## config.mk

```make
export PLATFORM = sky130hd
export DESIGN_NAME = sr_cmd_conditioner
export DESIGN_NICKNAME = d
export VERILOG_FILES = /design/src/rtl/sr_cmd_conditioner.sv
export SDC_FILE = /design/constraint.sdc
export NUM_CORES = 1
export LEC_CHECK = 0
export CORE_MARGIN = 2
export CORE_UTILIZATION = 45
export DETAILED_ROUTE_END_ITERATION = 6
export GPL_TIMING_DRIVEN = 1
export PLACE_DENSITY = 0.75
export RECOVER_POWER = 100
export SYNTH_ARGS = -nofsm -noshare
export SYNTH_HDL_FRONTEND = slang
export SYNTH_SLANG_ARGS = --single-unit
```

## constraint.sdc

```tcl
create_clock -name clk -period 1.6 [get_ports clk]
set_input_delay 0.24 -clock clk [delete_from_list [all_inputs] [get_ports clk]]
set_output_delay 0.24 -clock clk [all_outputs]
set_load 0.03 [all_outputs]
```

## src/rtl/sr_cmd_conditioner.sv

```systemverilog
// Turns two raw, bouncy set/clear button lines into clean single-cycle s/r commands for an SR flip-flop.
// Latency: a press first sampled at edge k gives s/r in the cycle after edge k+DEBOUNCE_CYCLES+3 when idle.
// No backpressure: requests that arrive while busy are discarded and reported on dropped.
module sr_cmd_conditioner #(
    parameter int DEBOUNCE_CYCLES = 4,
    parameter int LOCKOUT_CYCLES  = 8,
    parameter bit CLR_PRIORITY    = 1'b1
) (
    input  logic clk,
    input  logic rst,
    input  logic set_btn,
    input  logic clr_btn,
    output logic s,
    output logic r,
    output logic busy,
    output logic q_expected,
    output logic conflict,
    output logic dropped
);

    localparam int CW = $clog2(DEBOUNCE_CYCLES + 1);
    localparam int LW = (LOCKOUT_CYCLES > 0) ? $clog2(LOCKOUT_CYCLES + 1) : 1;
    localparam logic [CW-1:0] DB_LAST = CW'(DEBOUNCE_CYCLES - 1);
    localparam logic [LW-1:0] LK_INIT = LW'(LOCKOUT_CYCLES);

    typedef enum logic [1:0] {
        IDLE,
        ISSUE,
        LOCKOUT
    } state_t;

    // Channel 0 is set, channel 1 is clear.
    logic [1:0]    btn;
    logic [1:0]    sync1;
    logic [1:0]    sync2;
    logic [1:0]    lvl;
    logic [1:0]    lvl_d;
    logic [1:0]    req;
    logic [CW-1:0] db_cnt [2];

    state_t        state;
    state_t        state_nx;
    logic [LW-1:0] lk_cnt;
    logic [LW-1:0] lk_nx;
    logic          s_nx;
    logic          r_nx;
    logic          q_nx;
    logic          conf_nx;
    logic          drop_nx;

    assign btn = {clr_btn, set_btn};

    // Synchronise, debounce and edge-detect both button channels.
    always_ff @(posedge clk) begin
        if (rst) begin
            sync1  <= '0;
            sync2  <= '0;
            lvl    <= '0;
            lvl_d  <= '0;
            req    <= '0;
            for (int i = 0; i < 2; i++) begin
                db_cnt[i] <= '0;
            end
        end else begin
            sync1 <= btn;
            sync2 <= sync1;
            lvl_d <= lvl;
            // Only a 0->1 change of the clean level is a request; releases are silent.
            req   <= lvl & ~lvl_d;
            for (int i = 0; i < 2; i++) begin
                if (sync2[i] != lvl[i]) begin
                    if (db_cnt[i] == DB_LAST) begin
                        lvl[i]    <= sync2[i];
                        db_cnt[i] <= '0;
                    end else begin
                        db_cnt[i] <= db_cnt[i] + CW'(1);
                    end
                end else begin
                    db_cnt[i] <= '0;
                end
            end
        end
    end

    // Command FSM: issue one pulse, then hold off new requests for the lockout window.
    always_comb begin
        state_nx = state;
        lk_nx    = lk_cnt;
        s_nx     = 1'b0;
        r_nx     = 1'b0;
        q_nx     = q_expected;
        conf_nx  = 1'b0;
        drop_nx  = 1'b0;
        case (state)
            IDLE: begin
                if (req[0] && req[1]) begin
                    conf_nx  = 1'b1;
                    state_nx = ISSUE;
                    if (CLR_PRIORITY) begin
                        r_nx = 1'b1;
                        q_nx = 1'b0;
                    end else begin
                        s_nx = 1'b1;
                        q_nx = 1'b1;
                    end
                end else if (req[0]) begin
                    s_nx     = 1'b1;
                    q_nx     = 1'b1;
                    state_nx = ISSUE;
                end else if (req[1]) begin
                    r_nx     = 1'b1;
                    q_nx     = 1'b0;
                    state_nx = ISSUE;
                end
            end
            ISSUE: begin
                drop_nx = |req;
                if (LOCKOUT_CYCLES == 0) begin
                    state_nx = IDLE;
                end else begin
                    state_nx = LOCKOUT;
                    lk_nx    = LK_INIT;
                end
            end
            LOCKOUT: begin
                drop_nx = |req;
                if (lk_cnt <= LW'(1)) begin
                    state_nx = IDLE;
                    lk_nx    = '0;
                end else begin
                    lk_nx = lk_cnt - LW'(1);
                end
            end
            default: begin
                state_nx = IDLE;
                lk_nx    = '0;
            end
        endcase
    end

    // State and registered command outputs.
    always_ff @(posedge clk) begin
        if (rst) begin
            state      <= IDLE;
            lk_cnt     <= '0;
            s          <= 1'b0;
            r          <= 1'b0;
            q_expected <= 1'b0;
            conflict   <= 1'b0;
            dropped    <= 1'b0;
        end else begin
            state      <= state_nx;
            lk_cnt     <= lk_nx;
            s          <= s_nx;
            r          <= r_nx;
            q_expected <= q_nx;
            conflict   <= conf_nx;
            dropped    <= drop_nx;
        end
    end

    assign busy = (state != IDLE);

    // The flip-flop must never see 11, nor two commands back to back.
    a_no_overlap: assert property (@(posedge clk) disable iff (rst) !(s && r));
    a_no_repeat:  assert property (@(posedge clk) disable iff (rst) (s || r) |=> !(s || r));

endmodule

```

==> metrics.txt <==
# TYPE chip_impl_metric gauge
chip_impl_metric{name="grtUsageTotal",unit=""} 0.133
chip_impl_metric{name="insertion_delay",unit="ps"} 320
chip_impl_metric{name="finalSetupViolations",unit=""} 0
chip_impl_metric{name="worst_ir_drop_vdd",unit="V"} 0.000674
chip_impl_metric{name="cap_viol_max_count",unit=""} 0
chip_impl_metric{name="share_of_yosys_cell_area_claimed_by_the_top_area_cell_type",unit=""} 0.371
chip_impl_metric{name="fillers",unit=""} 220
chip_impl_metric{name="power.share.switching",unit=""} 0.211
chip_impl_metric{name="port_buffers",unit=""} 9
chip_impl_metric{name="design.portCount",unit=""} 10
chip_impl_metric{name="worst_hold_slack",unit="ps"} 395
chip_impl_metric{name="layout-drive-gt1-share",unit=""} 0.123
chip_impl_info{name="crit_path_end_kind",value="output pin"} 1
chip_impl_metric{name="detail_route.wirelength",unit="microns"} 1700
chip_impl_metric{name="static-leakage-power",unit="nW"} 0.548
chip_impl_metric{name="power_density",unit="mW/mm^2"} 795
chip_impl_metric{name="antenna_cells",unit=""} 0
chip_impl_metric{name="synth.ff_latch_count",unit=""} 27
chip_impl_metric{name="setup_slack",unit="ps"} 84.1
chip_impl_metric{name="via_count_of_the_first_global_routing_pass",unit=""} 705
chip_impl_metric{name="r2r_setup_slack",unit="ps"} 130
chip_impl_metric{name="crit_path_max_fanout",unit=""} 7
chip_impl_metric{name="power_frac_comb",unit=""} 0.043
chip_impl_info{name="synth_largest_area_cell",value="dfxtp_1"} 1
chip_impl_metric{name="first_pass_grt_wire_length",unit="microns"} 2770
chip_impl_metric{name="power_frac_clock",unit=""} 0.276
chip_impl_metric{name="slew_viol_final",unit=""} 0
chip_impl_info{name="status",value="completed"} 1
chip_impl_metric{name="place.detailed.hpwl",unit="microns"} 1290
chip_impl_metric{name="switching_power",unit="mW"} 0.221
chip_impl_metric{name="stdcell_area",unit="sq mm"} 0.00132
chip_impl_info{name="unrepaired_setup_endpoints_after_global_routing",value="no"} 1
chip_impl_metric{name="die_y",unit="microns"} 54.2
chip_impl_metric{name="clkTransAtPathRegs",unit="ps"} 140
chip_impl_metric{name="design.die.area",unit="sq mm"} 0.00294
chip_impl_metric{name="avgSynthCellArea",unit="sq um"} 10.6
chip_impl_metric{name="fmax",unit="GHz"} 0.660
chip_impl_metric{name="timing.critical_path.required",unit="ps"} 1360
chip_impl_info{name="min_path_type",value="reg -> reg"} 1
chip_impl_metric{name="starting_density",unit=""} 0.466
chip_impl_metric{name="fp-row-count",unit=""} 18
chip_impl_metric{name="finClkSkew",unit="ps"} 4.70
chip_impl_metric{name="area_growth_syn_to_layout",unit="%"} 16.3
chip_impl_metric{name="die-width",unit="microns"} 54.2
chip_impl_metric{name="finish.net_count",unit=""} 145
chip_impl_metric{name="seq_area_frac_synth",unit=""} 0.530
chip_impl_metric{name="pre_cts_slack",unit="ps"} 92.2
chip_impl_metric{name="gr-total-overflow",unit=""} 0
chip_impl_metric{name="critPathArrivalTime",unit="ps"} 1280
chip_impl_info{name="netlist_top_cells_count",value="21 x dfxtp_1, 13 x nor2_1, 10 x ha_1, 10 x inv_1"} 1
chip_impl_info{name="tritoncts",value="yes"} 1
chip_impl_metric{name="fin_crit_sh",unit=""} 0.947
chip_impl_metric{name="period_minus_slack",unit="ps"} 1520
chip_impl_metric{name="synth_enable_flop_cells",unit=""} 6
chip_impl_metric{name="post_drt_via_cell_ratio",unit=""} 4.83
chip_impl_info{name="yosys.cell_count.top_type",value="dfxtp_1"} 1
chip_impl_metric{name="core",unit="sq mm"} 0.00243
chip_impl_metric{name="final.setup.tns",unit="ps"} 0
chip_impl_info{name="timing_worst_setup_path_type",value="reg -> out"} 1
chip_impl_metric{name="detailedRoute.firstPassIterationCount",unit=""} 4
chip_impl_metric{name="finalHoldViolCount",unit=""} 0
chip_impl_metric{name="yosys_warnings",unit=""} 0
chip_impl_info{name="synth_top_flop_cell",value="dfxtp_1"} 1
chip_impl_metric{name="share_seq_of_total_power",unit=""} 0.681
chip_impl_metric{name="dpl_cell_area",unit="sq mm"} 0.00128
chip_impl_info{name="synth_area_leaders",value="dfxtp_1 37%, edfxtp_1 16%, ha_1 11%"} 1
chip_impl_metric{name="cts.sink_count",unit=""} 27
chip_impl_metric{name="count_of_distinct_cell_types_in_the_synthesized_netlist",unit=""} 27
chip_impl_metric{name="ctsHtreeMaxLevel",unit=""} 1
chip_impl_metric{name="cell_internal_pwr",unit="mW"} 0.827
chip_impl_metric{name="finalWeightedCongestion",unit=""} 0.594
chip_impl_info{name="start_kind",value="flip-flop"} 1
chip_impl_metric{name="number_of_vias_after_detailed_routing",unit=""} 773
chip_impl_metric{name="grt_max_degree",unit=""} 15
chip_impl_metric{name="synth_async_sr_flop_share",unit=""} 0
chip_impl_info{name="cts-root-buf",value="clkbuf_4"} 1
chip_impl_metric{name="netlist_instances",unit=""} 107
chip_impl_metric{name="detail_route.iter0.violations",unit=""} 7
chip_impl_metric{name="mappedNetlistArea",unit="sq mm"} 0.00113
chip_impl_metric{name="detail_route.wl_per_cell",unit="microns"} 10.6
chip_impl_metric{name="cts_inserted_buffers",unit=""} 3
chip_impl_metric{name="antenna_found_initial",unit=""} 0
chip_impl_metric{name="postRouteAntennaNets",unit=""} 0
chip_impl_metric{name="drc",unit=""} 0
chip_impl_metric{name="clk_path_buf_depth",unit=""} 2
-- worst paths after layout --
kind / from / cells past startpoint / endpoint
max: state[1]$_SDFFE_PP0P_ / 5 / busy
min: lvl_d[0]$_SDFF_PP0_ / 1 / req[0]$_SDFF_PP0_
max reg2reg: state[1]$_SDFFE_PP0P_ / 5 / lk_cnt[2]$_SDFFE_PP0N_
min reg2reg: lvl_d[0]$_SDFF_PP0_ / 1 / req[0]$_SDFF_PP0_
-- critical path: stages, from the launching register on --
cell and delay, ps:
dfxtp_2 360, inv_1 90, ha_4 170, buf_4 150, inv_2 60, buf_6 120
-- power groups by stage --
stage	Sequential (mW)	Clock (mW)	Combinational, mW
CTS	0.715	0.305	0.0477
detailed placement	0.730	0	0.0468
global placement	0.729	0	0.0455
global route	0.715	0.324	0.0523
floorplan	0.728	0	0.0295
finish	0.714	0.289	0.0452
-- routing by layer --
| metal | up-vias | wire length (microns) | part of all wire | global-route usage |
|---|---|---|---|---|
| met5 | - | 0 | 0 | 0 |
| li1 | 398 | - | - | - |
| met3 | 2 | 74 | 0.044 | 0.0444 |
| met4 | 0 | 15 | 0.0088 | 0.0417 |
| met1 | 362 | 738 | 0.43 | 0.145 |
| met2 | 11 | 872 | 0.51 | 0.239 |
-- repair_timing --
item                       CTS  global route
setup endpoints to repair    2             7
buffers inserted             2             1
gates resized for setup      5             8
hold buffers                 0             0
-- stage by stage --
stage                util  std cells  power [mW]
floorplan               -        112       0.758
global placement    0.527        153       0.774
detailed placement  0.527        153       0.776
CTS                 0.547        159        1.07
global route        0.542        160        1.09
finish              0.542        160        1.05
-- cell type report --
| cell class | count | area [sq um] | area share |
|---|---|---|---|
| flip-flops and latches | 27 | 606 | 0.459 |
| multi-input cells | 73 | 502 | 0.380 |
| repair buffers | 16 | 110 | 0.0835 |
| inverters | 10 | 37.5 | 0.0285 |
| well taps | 30 | 37.5 | 0.0285 |
| clock buffers | 4 | 26.3 | 0.0199 |
-- cell families (layout without fill, tap and decap cells) --
| kind of cell | count (synthesis) | count (layout) | share of synthesized area |
|---|---|---|---|
| other | 1 | 6 | 0.00331 |
| flip-flops | 27 | 27 | 0.530 |
| AO/OA/AOI/OAI | 12 | 12 | 0.0717 |
| multiplexers | 4 | 4 | 0.0353 |
| buffers and inverters | 12 | 30 | 0.0552 |
| XOR/XNOR | 2 | 2 | 0.0155 |
| adder cells (fa/ha/maj) | 10 | 10 | 0.110 |
| AND/OR/NAND/NOR | 39 | 39 | 0.179 |
-- sequential cells by signal, summed over array words and instances (netlist names) --
name / flops
db_cnt: 6
s: 1
dropped: 1
sync1: 2
q_expected: 1
lvl_d: 2
lvl: 2
r: 1
lk_cnt: 4
req: 2
conflict: 1
state: 2
sync2: 2
-- cell usage in the layout, fill, tap and decap left out, types with 2 or more instances in the layout --
cell type and count:
a21oi_1 5, buf_4 5, clkbuf_1 7, clkbuf_4 3
clkdlybuf4s50_1 2, conb_1 6, dfxtp_1 17, dfxtp_2 4
edfxtp_1 6, ha_1 9, inv_1 9, mux2i_1 4
nand2_1 8, nor2_1 13, nor2b_1 8, or3_1 4
xnor2_1 2
No activity file was read; power rests on OpenSTA's default activity.
